$ cat src/rtl/cdb_pkg.sv
// Shared definitions for the common data bus arbiter: widths, unit indices
// and the layout of one CDB entry.
package cdb_pkg;

    localparam int CDB_NUM_UNITS = 4;
    localparam int CDB_ROB_SIZE  = 32;
    localparam int CDB_TAG_W     = $clog2(CDB_ROB_SIZE + 1);
    localparam int CDB_DATA_W    = 64;
    localparam int CMD_W         = 10;
    localparam int FLAGS_W       = 4;
    localparam int CDB_UNIT_W    = $clog2(CDB_NUM_UNITS);

    localparam logic [CDB_UNIT_W-1:0] UNIT_ALU = CDB_UNIT_W'(0);
    localparam logic [CDB_UNIT_W-1:0] UNIT_MUL = CDB_UNIT_W'(1);
    localparam logic [CDB_UNIT_W-1:0] UNIT_DIV = CDB_UNIT_W'(2);
    localparam logic [CDB_UNIT_W-1:0] UNIT_MEM = CDB_UNIT_W'(3);

    typedef struct packed {
        logic [CDB_TAG_W-1:0]  tag;
        logic [CDB_DATA_W-1:0] val;
        logic [CMD_W-1:0]      commands;
        logic [FLAGS_W-1:0]    flags;
        logic [CDB_UNIT_W-1:0] unit;
    } cdb_entry_t;

endpackage

$ cat src/rtl/rr_arbiter.sv
// Round-robin arbiter: scans requesters starting at the pointer, wrapping
// from N-1 back to 0, and returns a one-hot grant plus its encoded index.
// The pointer register itself lives in the parent; this block only proposes
// the next pointer value (one past the winner).
module rr_arbiter #(
    parameter int N     = 4,
    parameter int IDX_W = (N > 1) ? $clog2(N) : 1
) (
    input  logic [N-1:0]     req,
    input  logic             enable,
    input  logic [IDX_W-1:0] ptr,
    output logic [N-1:0]     grant,
    output logic [IDX_W-1:0] grantIdx,
    output logic [IDX_W-1:0] nextPtr,
    output logic             anyGrant
);

    // First requester at or after the pointer wins, only when enabled.
    always_comb begin
        int k;
        k        = 0;
        grant    = '0;
        grantIdx = '0;
        anyGrant = 1'b0;
        if (enable) begin
            for (int i = 0; i < N; i++) begin
                k = (int'(ptr) + i) % N;
                if (!anyGrant && req[k]) begin
                    anyGrant = 1'b1;
                    grant[k] = 1'b1;
                    grantIdx = IDX_W'(k);
                end
            end
        end
    end

    // Pointer moves to the unit just after the winner, wrapping at N.
    always_comb begin
        if (int'(grantIdx) == N - 1) begin
            nextPtr = '0;
        end else begin
            nextPtr = grantIdx + 1'b1;
        end
    end

endmodule

$ cat src/rtl/cdb_arbiter.sv
// Shares the single common data bus between the execute stages. A unit is
// released (canGo_o) on the edge its result is loaded into the CDB register;
// the register then presents the result to the ROB and reservation stations
// one cycle later. A held entry stays put while the ROB stalls, and a flush
// squashes it without granting anybody in that cycle.
// The entry layout comes from cdb_pkg, so the width parameters must stay at
// the package values.
module cdb_arbiter
    import cdb_pkg::*;
#(
    parameter int NUM_UNITS  = CDB_NUM_UNITS,
    parameter int ROBsize    = CDB_ROB_SIZE,
    parameter int ROBsizeLog = $clog2(ROBsize + 1),
    parameter int DATA_W     = CDB_DATA_W
) (
    input  logic                            clk_i,
    input  logic                            reset_ni,
    input  logic                            flush_i,
    input  logic                            cdbStall_i,
    input  logic [NUM_UNITS-1:0]            unitValid_i,
    input  logic [NUM_UNITS*ROBsizeLog-1:0] unitTag_i,
    input  logic [NUM_UNITS*DATA_W-1:0]     unitVal_i,
    input  logic [NUM_UNITS*CMD_W-1:0]      unitCommands_i,
    input  logic [NUM_UNITS*FLAGS_W-1:0]    unitFlags_i,
    output logic [NUM_UNITS-1:0]            canGo_o,
    output logic                            cdbValid_o,
    output logic [ROBsizeLog-1:0]           cdbTag_o,
    output logic [DATA_W-1:0]               cdbVal_o,
    output logic [CMD_W-1:0]                cdbCommands_o,
    output logic [FLAGS_W-1:0]              cdbFlags_o,
    output logic [$clog2(NUM_UNITS)-1:0]    cdbUnit_o
);

    localparam int UNIT_W = $clog2(NUM_UNITS);

    logic              accept;
    logic              anyGrant;
    logic [UNIT_W-1:0] grantIdx;
    logic [UNIT_W-1:0] nextPtr;
    logic [UNIT_W-1:0] rrPtr;
    logic              cdbValidQ;
    cdb_entry_t        cdbReg;
    cdb_entry_t        winner;

    // The register can take a new entry when it is empty or draining this
    // edge; flush blocks any grant, and canGo stays low while in reset.
    always_comb begin
        accept = reset_ni & ~flush_i & (~cdbValidQ | ~cdbStall_i);
    end

    rr_arbiter #(
        .N     (NUM_UNITS),
        .IDX_W (UNIT_W)
    ) uRrArbiter (
        .req      (unitValid_i),
        .enable   (accept),
        .ptr      (rrPtr),
        .grant    (canGo_o),
        .grantIdx (grantIdx),
        .nextPtr  (nextPtr),
        .anyGrant (anyGrant)
    );

    // Select the winning unit's payload slice.
    always_comb begin
        winner          = '0;
        winner.tag      = unitTag_i[grantIdx*ROBsizeLog +: ROBsizeLog];
        winner.val      = unitVal_i[grantIdx*DATA_W +: DATA_W];
        winner.commands = unitCommands_i[grantIdx*CMD_W +: CMD_W];
        winner.flags    = unitFlags_i[grantIdx*FLAGS_W +: FLAGS_W];
        winner.unit     = grantIdx;
    end

    // CDB register and round-robin pointer. Flush only clears valid; the
    // payload keeps its last value whenever nothing new is loaded.
    always_ff @(posedge clk_i or negedge reset_ni) begin
        if (!reset_ni) begin
            cdbValidQ <= 1'b0;
            cdbReg    <= '0;
            rrPtr     <= '0;
        end else if (flush_i) begin
            cdbValidQ <= 1'b0;
        end else if (anyGrant) begin
            cdbValidQ <= 1'b1;
            cdbReg    <= winner;
            rrPtr     <= nextPtr;
        end else if (cdbValidQ && !cdbStall_i) begin
            cdbValidQ <= 1'b0;
        end
    end

    // Drive the CDB outputs straight from the register.
    always_comb begin
        cdbValid_o    = cdbValidQ;
        cdbTag_o      = cdbReg.tag;
        cdbVal_o      = cdbReg.val;
        cdbCommands_o = cdbReg.commands;
        cdbFlags_o    = cdbReg.flags;
        cdbUnit_o     = cdbReg.unit;
    end

endmodule

$ cat config.mk
export PLATFORM = sky130hd
export DESIGN_NAME = cdb_arbiter
export DESIGN_NICKNAME = d
export VERILOG_FILES = /design/src/rtl/cdb_pkg.sv /design/src/rtl/rr_arbiter.sv /design/src/rtl/cdb_arbiter.sv
export SDC_FILE = /design/constraint.sdc
export NUM_CORES = 1
export LEC_CHECK = 0
export ABC_AREA = 1
export BUFFER_PORTS_ARGS = -buffer_cell sky130_fd_sc_hd__clkbuf_2
export CORE_AREA = 2 2 169 171
export DETAILED_ROUTE_END_ITERATION = 10
export DIE_AREA = 0 0 171 173
export PLACE_DENSITY = 0.57
export SLEW_MARGIN = 20
export SYNTH_ARGS = -nofsm -noshare
export SYNTH_HDL_FRONTEND = slang
export SYNTH_SLANG_ARGS = --single-unit
$ cat constraint.sdc
create_clock -name clk_i -period 5 [get_ports clk_i]
set_input_delay 0.75 -clock clk_i [delete_from_list [all_inputs] [get_ports clk_i]]
set_output_delay 0.75 -clock clk_i [all_outputs]
set_load 0.1 [all_outputs]
Word level (Yosys, flattened, before mapping):

Cells that the tools add are included.
W data, S select, Z words.

* register bits: 89
* input bits: 344
* output and inout port bits: 91
* word-level logic and storage cells: 99

* add/subtract/negate cells: 4
* multipliers: 2
* order comparisons: 8
* equal/unequal tests: 1
* shift-type cells: 4
* muxes and demuxes: 44
* bitwise gates (word level): 12
* reductions and logical operators: 17

Operator list (number)
* $shiftx A256 B9 Y64: 1
* $shiftx A40 B7 Y10: 1
* $mux W4: 8
* $shiftx A24 B6 Y6: 1
* $mux W1: 22
* $shiftx A16 B5 Y4: 1
* $lt A3 B4 Y1 const B: 3
* $mux W2: 6
* $or A4 B4 Y4: 3
* $ge A3 B1 Y1 const B: 3
* $bmux W1 S2: 4
* $demux W1 S2: 4
* $logic_and A1 B1 Y1: 8
* $reduce_or A2 Y1: 3
* $mul A2 B3 Y5 const B: 1
* $add A2 B1 Y2 const B: 2
* $add A2 B2 Y2 const B: 2
* $logic_not A1 Y1: 4
* $mul A2 B2 Y4 const B: 1
* $and A1 B1 Y1 const A: 3
* $lt A2 B3 Y1 const B: 1
* $not A1 Y1: 3
* $reduce_bool A3 Y1: 1
* $and A1 B1 Y1: 2
* other kinds (4): 4

Depth between registers and ports, before layout:

* depth in word-level cells: 19
* mapped depth: 17
* mapped depth without buffers: 14

Modules after synthesis:

Synthesis repeated with hierarchy kept, for this count alone.

* cell total of the unflattened synthesis: 1322
* area, all modules: 7503.4 um2

Modules (own cells, without submodules)
* cdb_arbiter: instances 1, cells an instance 1223, area an instance 6860.3 um2
* rr_arbiter: instances 1, cells an instance 99, area an instance 643.1 um2

Worst setup path before layout:

Ideal clock, no wire load.

* path type: register to output
* start point: register rrPtr[0]
* end point: output canGo_o[1]
* arrival: 2.283 ns
* setup slack: 1.967 ns
* stages on the path, launching flop included: 14
* path buffers: 1
* cells stage by stage: dfrtp_1 -> buf_4 -> inv_6 -> ha_1 -> inv_1 -> nand3_1 -> nand2_1 -> nor2_1 -> nand2_1 -> o21ai_0 -> a31oi_1 -> o21ai_0 -> nand2_1 -> inv_1

* word-level cells in the longest chain between the ends: 16
* elaborated cells on any way between the ends: 63
* those cells by class: add/sub (3); order compare (8); mux (33); bitwise (6); reduce/logical (13)

RTL lines
* start: declaration: RTL line cdb_arbiter.sv:40 `logic [UNIT_W-1:0] rrPtr;`
* start signal: assignment: RTL line cdb_arbiter.sv:86 `rrPtr <= nextPtr;`
* $add A2 B1 Y2 / $bmux W1 S2 (equally long branches): RTL line rr_arbiter.sv:27, rr_arbiter.sv:28
* $reduce_or A2 Y1 (no source line) / $mux W1 (equally long branches)
* $and A1 B1 Y1 (no source line) / $mux W1 (equally long branches)
* $lt A3 B4 Y1 (not written as such) (tied with other cells): RTL line rr_arbiter.sv:30 `grant[k] = 1'b1;`
* $logic_and A1 B1 Y1 (not written as such) / $logic_not A1 Y1 (equally long branches): RTL line rr_arbiter.sv:30, rr_arbiter.sv:28
* $mux W1 (not written as such) / $logic_and A1 B1 Y1 (equally long branches): RTL line rr_arbiter.sv:30, rr_arbiter.sv:28
* $demux W1 S2 / $mux W1 (equally long branches)
* $or A4 B4 Y4 (no source line) / $mux W1 (equally long branches)
* $mux W4 / $logic_not A1 Y1 (equally long branches): RTL line rr_arbiter.sv:28 `if (!anyGrant && req[k]) begin`
* $mux W4 / $logic_and A1 B1 Y1 (equally long branches): RTL line rr_arbiter.sv:25, rr_arbiter.sv:28
* $or A4 B4 Y4 (no source line) / $mux W1 (equally long branches)
* $mux W4 / $mux W1 (equally long branches): RTL line rr_arbiter.sv:28, rr_arbiter.sv:25
* $mux W4 / $logic_not A1 Y1 (equally long branches): RTL line rr_arbiter.sv:25, rr_arbiter.sv:28
* $or A4 B4 Y4 (no source line) / $logic_and A1 B1 Y1 (equally long branches)
* $mux W4 (*): RTL line rr_arbiter.sv:28
* $mux W4 (*): RTL line rr_arbiter.sv:25 `if (enable) begin`
* end: declaration: RTL line cdb_arbiter.sv:25 `output logic [NUM_UNITS-1:0] canGo_o,`

Mark *: on every way between the ends. The rest lies on a longest branch, timed or not. The select of a mux whose other input is x is not followed.

Worst setup path in the final report:

* start point: register rrPtr[0]
* end point: register cdbReg (netlist bit cdbCommands_o[2])

* word-level cells in the longest chain between the ends: 18
* elaborated cells on any way between the ends: 36
* those cells by class: add/sub (3); mul (1); shift (1); mux (24); reduce/logical (7)

RTL lines
* branches (longest 18 deep; another with $add A2 B1 Y2)
* end signal: assignment: RTL line cdb_arbiter.sv:85 `cdbReg <= winner;`
* end: declaration: RTL line cdb_arbiter.sv:42 `cdb_entry_t cdbReg;`

Several ways; the timed one is not identified. The select of a mux whose other input is x is not followed.
A chain may end at the register's enable or synchronous reset.

==> summary.txt <==
Run status
  • Status: completed

Logic synthesis
  • Seq/Total Area, Yosys: 27.23%
  • EDFF count, synth: 0
  • Synth top area cells: dfrtp_1 27%, nand2_1 25%, nand3_1 21%
  • Syn. warnings: 0
  • Most common cell in the synthesized netlist: nand2_1
  • Synth Cell Area: 0.008178 mm²
  • Gate Count Post-Synth: 1470
  • Prevailing post-synth register cell: dfrtp_1
  • Top-area cell type share of the netlist area: 27.23%
  • Synthesized flop and latch total: 89
  • Area leader, netlist: dfrtp_1
  • Syn avg cell area: 5.563 µm²
  • Distinct cells, synth: 28
  • Top cells by count, synth: 541 x nand2_1, 355 x inv_1, 347 x nand3_1, 89 x dfrtp_1, 57 x buf_2
  • Async SR Flop Fraction: 100.0%
  • Syn_nets: 1822

Global routing
  • Number of global-route vias before repair: 9515
  • GR Overflow Total: 0
  • Global-route wire length before repair: 46670 µm
  • Global Route Usage Sum: 19.53%
  • Largest net degree at the start of global routing: 171
  • Initial antenna violation count: 0

Finish
  • Multi-input gate area: 0.004135 mm²
  • Fill count: 3133
  • Fin nets: 2185
  • Area growth from synthesis to layout: 31.44%
  • Layout cells sized above 1: 25.84%
  • FF+latch area: 0.002227 mm²
  • Antenna cell count: 0

Power
  • Max VDD drop: 482.2 µV
  • PD cells: 688.8 mW/mm²
  • Leak Pwr: 7.407 nW
  • Total design power: 7.404 mW

Clocking
  • CTS resizes: 0
  • CTS Sinks: 89
  • Clock transition at the registers of the reported paths: 0.07 ns
  • Clk root buf: clkbuf_16
  • Cts bufs inserted: 9
  • Cts hold-fix bufs: 0
  • Clock buffer depth: 2
  • Postcts setup bufs: 0
  • Htree depth: 3
  • TritonCTS clock tree: done
  • Worst-Skew Late Latency: 0.34 ns

Timing
  • Measured slew at the worst slew-check pin: 1.082 ns
  • Final setup viols: 0
  • Min cycle time layout: 3.766 ns
  • Fmax: 265.6 MHz
  • Clk_skew: 0.009572 ns
  • Max Slew Vio Count: 0
  • Rel. slew slack: 27.83%
  • RSZ-0062 raised after global routing: false
  • Setup TNS: 0 ns
  • Tcrit/Tclk final: 75.31%
  • Final hold violations: 0

Detailed routing
  • Post-DR wirelength/cell: 13.28 µm
  • 1st-pass router iterations: 5
  • Via count: 9906
  • DRT Wirelength: 29420 µm
  • Final antenna-violating net count: 0
  • Vias/cell: 4.470
  • DR DRC count: 0
  • Iteration-0 DRC count of the detailed router: 516

Critical path
  • Crit path cell chain: inv_6 -> ha_1 -> inv_1 -> nand3_1 -> nand2_1 -> a21oi_1 -> nand2_1 -> nand2_8 -> nand2_8 -> nand2_1 -> nand3_1 -> nand2_1 -> nand2_1 -> nand2_1
  • Max stage delay cell, worst path: nand2_8
  • Kind of critical path: reg2reg
  • CP bufs+invs: 2
  • Delay-heaviest family, CP: simple AND/OR/NAND/NOR gates
  • Cell mode on critical path: nand2_1
  • CP max FO: 170
  • CP required: 5.24 ns
  • Nature of the critical path endpoint: register
  • Worst EP arrival: 4.00 ns
  • CP Launch Type: register
  • Critical Path Max Stage Delay: 0.82 ns

Place
  • Gpl congestion: 0.8363
  • HPWL after detailed placement: 21500 µm
  • I/O Buffers: 434

Die
  • Die Span Y: 173 µm
  • CORE AREA: 0.02763 mm²
  • DIE WIDTH: 171 µm
  • Full die area: 0.02958 mm²
  • Initial Util: 29.60%
  • Core Rows: 61
  • I/O pin cnt: 435

Job
  • Max Cap Viol: 0

Hold path
  • Min-delay worst type: reg2reg
==> area by class of cell <==
cell class / instances / area share [%]
sequential: 89 / 20.72
timing repair buffer: 443 / 20.98
clock inverter: 4 / 0.5005
tap: 378 / 4.400
inverter: 360 / 12.73
multi-input combinational: 930 / 38.47
clock buffer: 12 / 2.200
==> layout by cell type (no fill, tap or decap), drive strengths merged <==
cell type / instances
a21boi: 1
o21ai: 6
clkbuf: 445
a31oi: 1
a21oi: 3
nor2: 5
a22oi: 2
dfrtp: 89
nand3: 351
clkinv: 2
buf: 10
clkinvlp: 2
nand2: 549
ha: 8
o2111ai: 1
inv: 359
o211ai: 1
nand4: 2
bufinv: 1
==> registers in the layout, summed over array words and instances (netlist names) <==
name and flops:
cdbCommands_o 10, rrPtr 2, cdbTag_o 6, cdbUnit_o 2
cdbVal_o 64, cdbFlags_o 4, cdbValid_o 1
==> report_power, final <==
group | internal [mW] | switching, mW
registers | 1.06 | 0.223
clock network | 0.389 | 0.291
logic | 0.975 | 4.47
==> tightest hold or removal path: cells and delay by family, from the launching register on <==
kind / cells / cell delay (ns)
flops: 1 / 0.34
simple gates: 2 / 0.10
==> final timing paths <==
kind,from,slack (ns),to,depth (start not counted)
setup / recovery,rrPtr[0],1.23,cdbCommands_o[2],14
hold / removal,cdbFlags_o[2],0.47,cdbFlags_o[2],2
setup reg to reg,rrPtr[0],1.23,cdbCommands_o[2],14
hold reg to reg,cdbFlags_o[2],0.47,cdbFlags_o[2],2
max in group asynchronous,reset_ni,3.43,cdbVal_o[59],3
min in group asynchronous,reset_ni,0.48,cdbVal_o[0],2
==> metal layers <==
| layer | wire [µm] | up-vias | global-route usage [%] | share of wire [%] |
|---|---|---|---|---|
| met5 | 0 | - | 0 | 0 |
| met2 | 14190 | 374 | 34.63 | 48 |
| met3 | 2118 | 53 | 4.303 | 7.2 |
| met1 | 12290 | 4400 | 23.03 | 42 |
| li1 | - | 5079 | - | - |
| met4 | 819 | 0 | 6.674 | 2.8 |
==> per-stage QoR <==
stage / hold slack, ns / utilization, % / worst slack [ns] / instances / cell area, µm²
after global routing: 0.4978 / 38.91 / 0.8776 / 2216 / 10750
after global placement: 0.4624 / 37.84 / 1.343 / 2200 / 10460
final: 0.4746 / 38.91 / 1.234 / 2216 / 10750
after detailed placement: 0.4639 / 37.85 / 1.315 / 2200 / 10460
after floorplan: 0.4544 / - / 1.967 / 1470 / 8178
after CTS: 0.4810 / 38.91 / 1.287 / 2216 / 10750
==> cells by family after synthesis <==
| family | count (synthesis) | synth area share [%] |
|---|---|---|
| DFF | 89 | 27.23 |
| adders and majority gates | 8 | 1.224 |
| buffers and inverters | 451 | 22.54 |
| and+or+nand+nor | 907 | 47.90 |
| AOI/OAI and AO/OA | 15 | 1.102 |
Power figures use the tool's default switching activity.
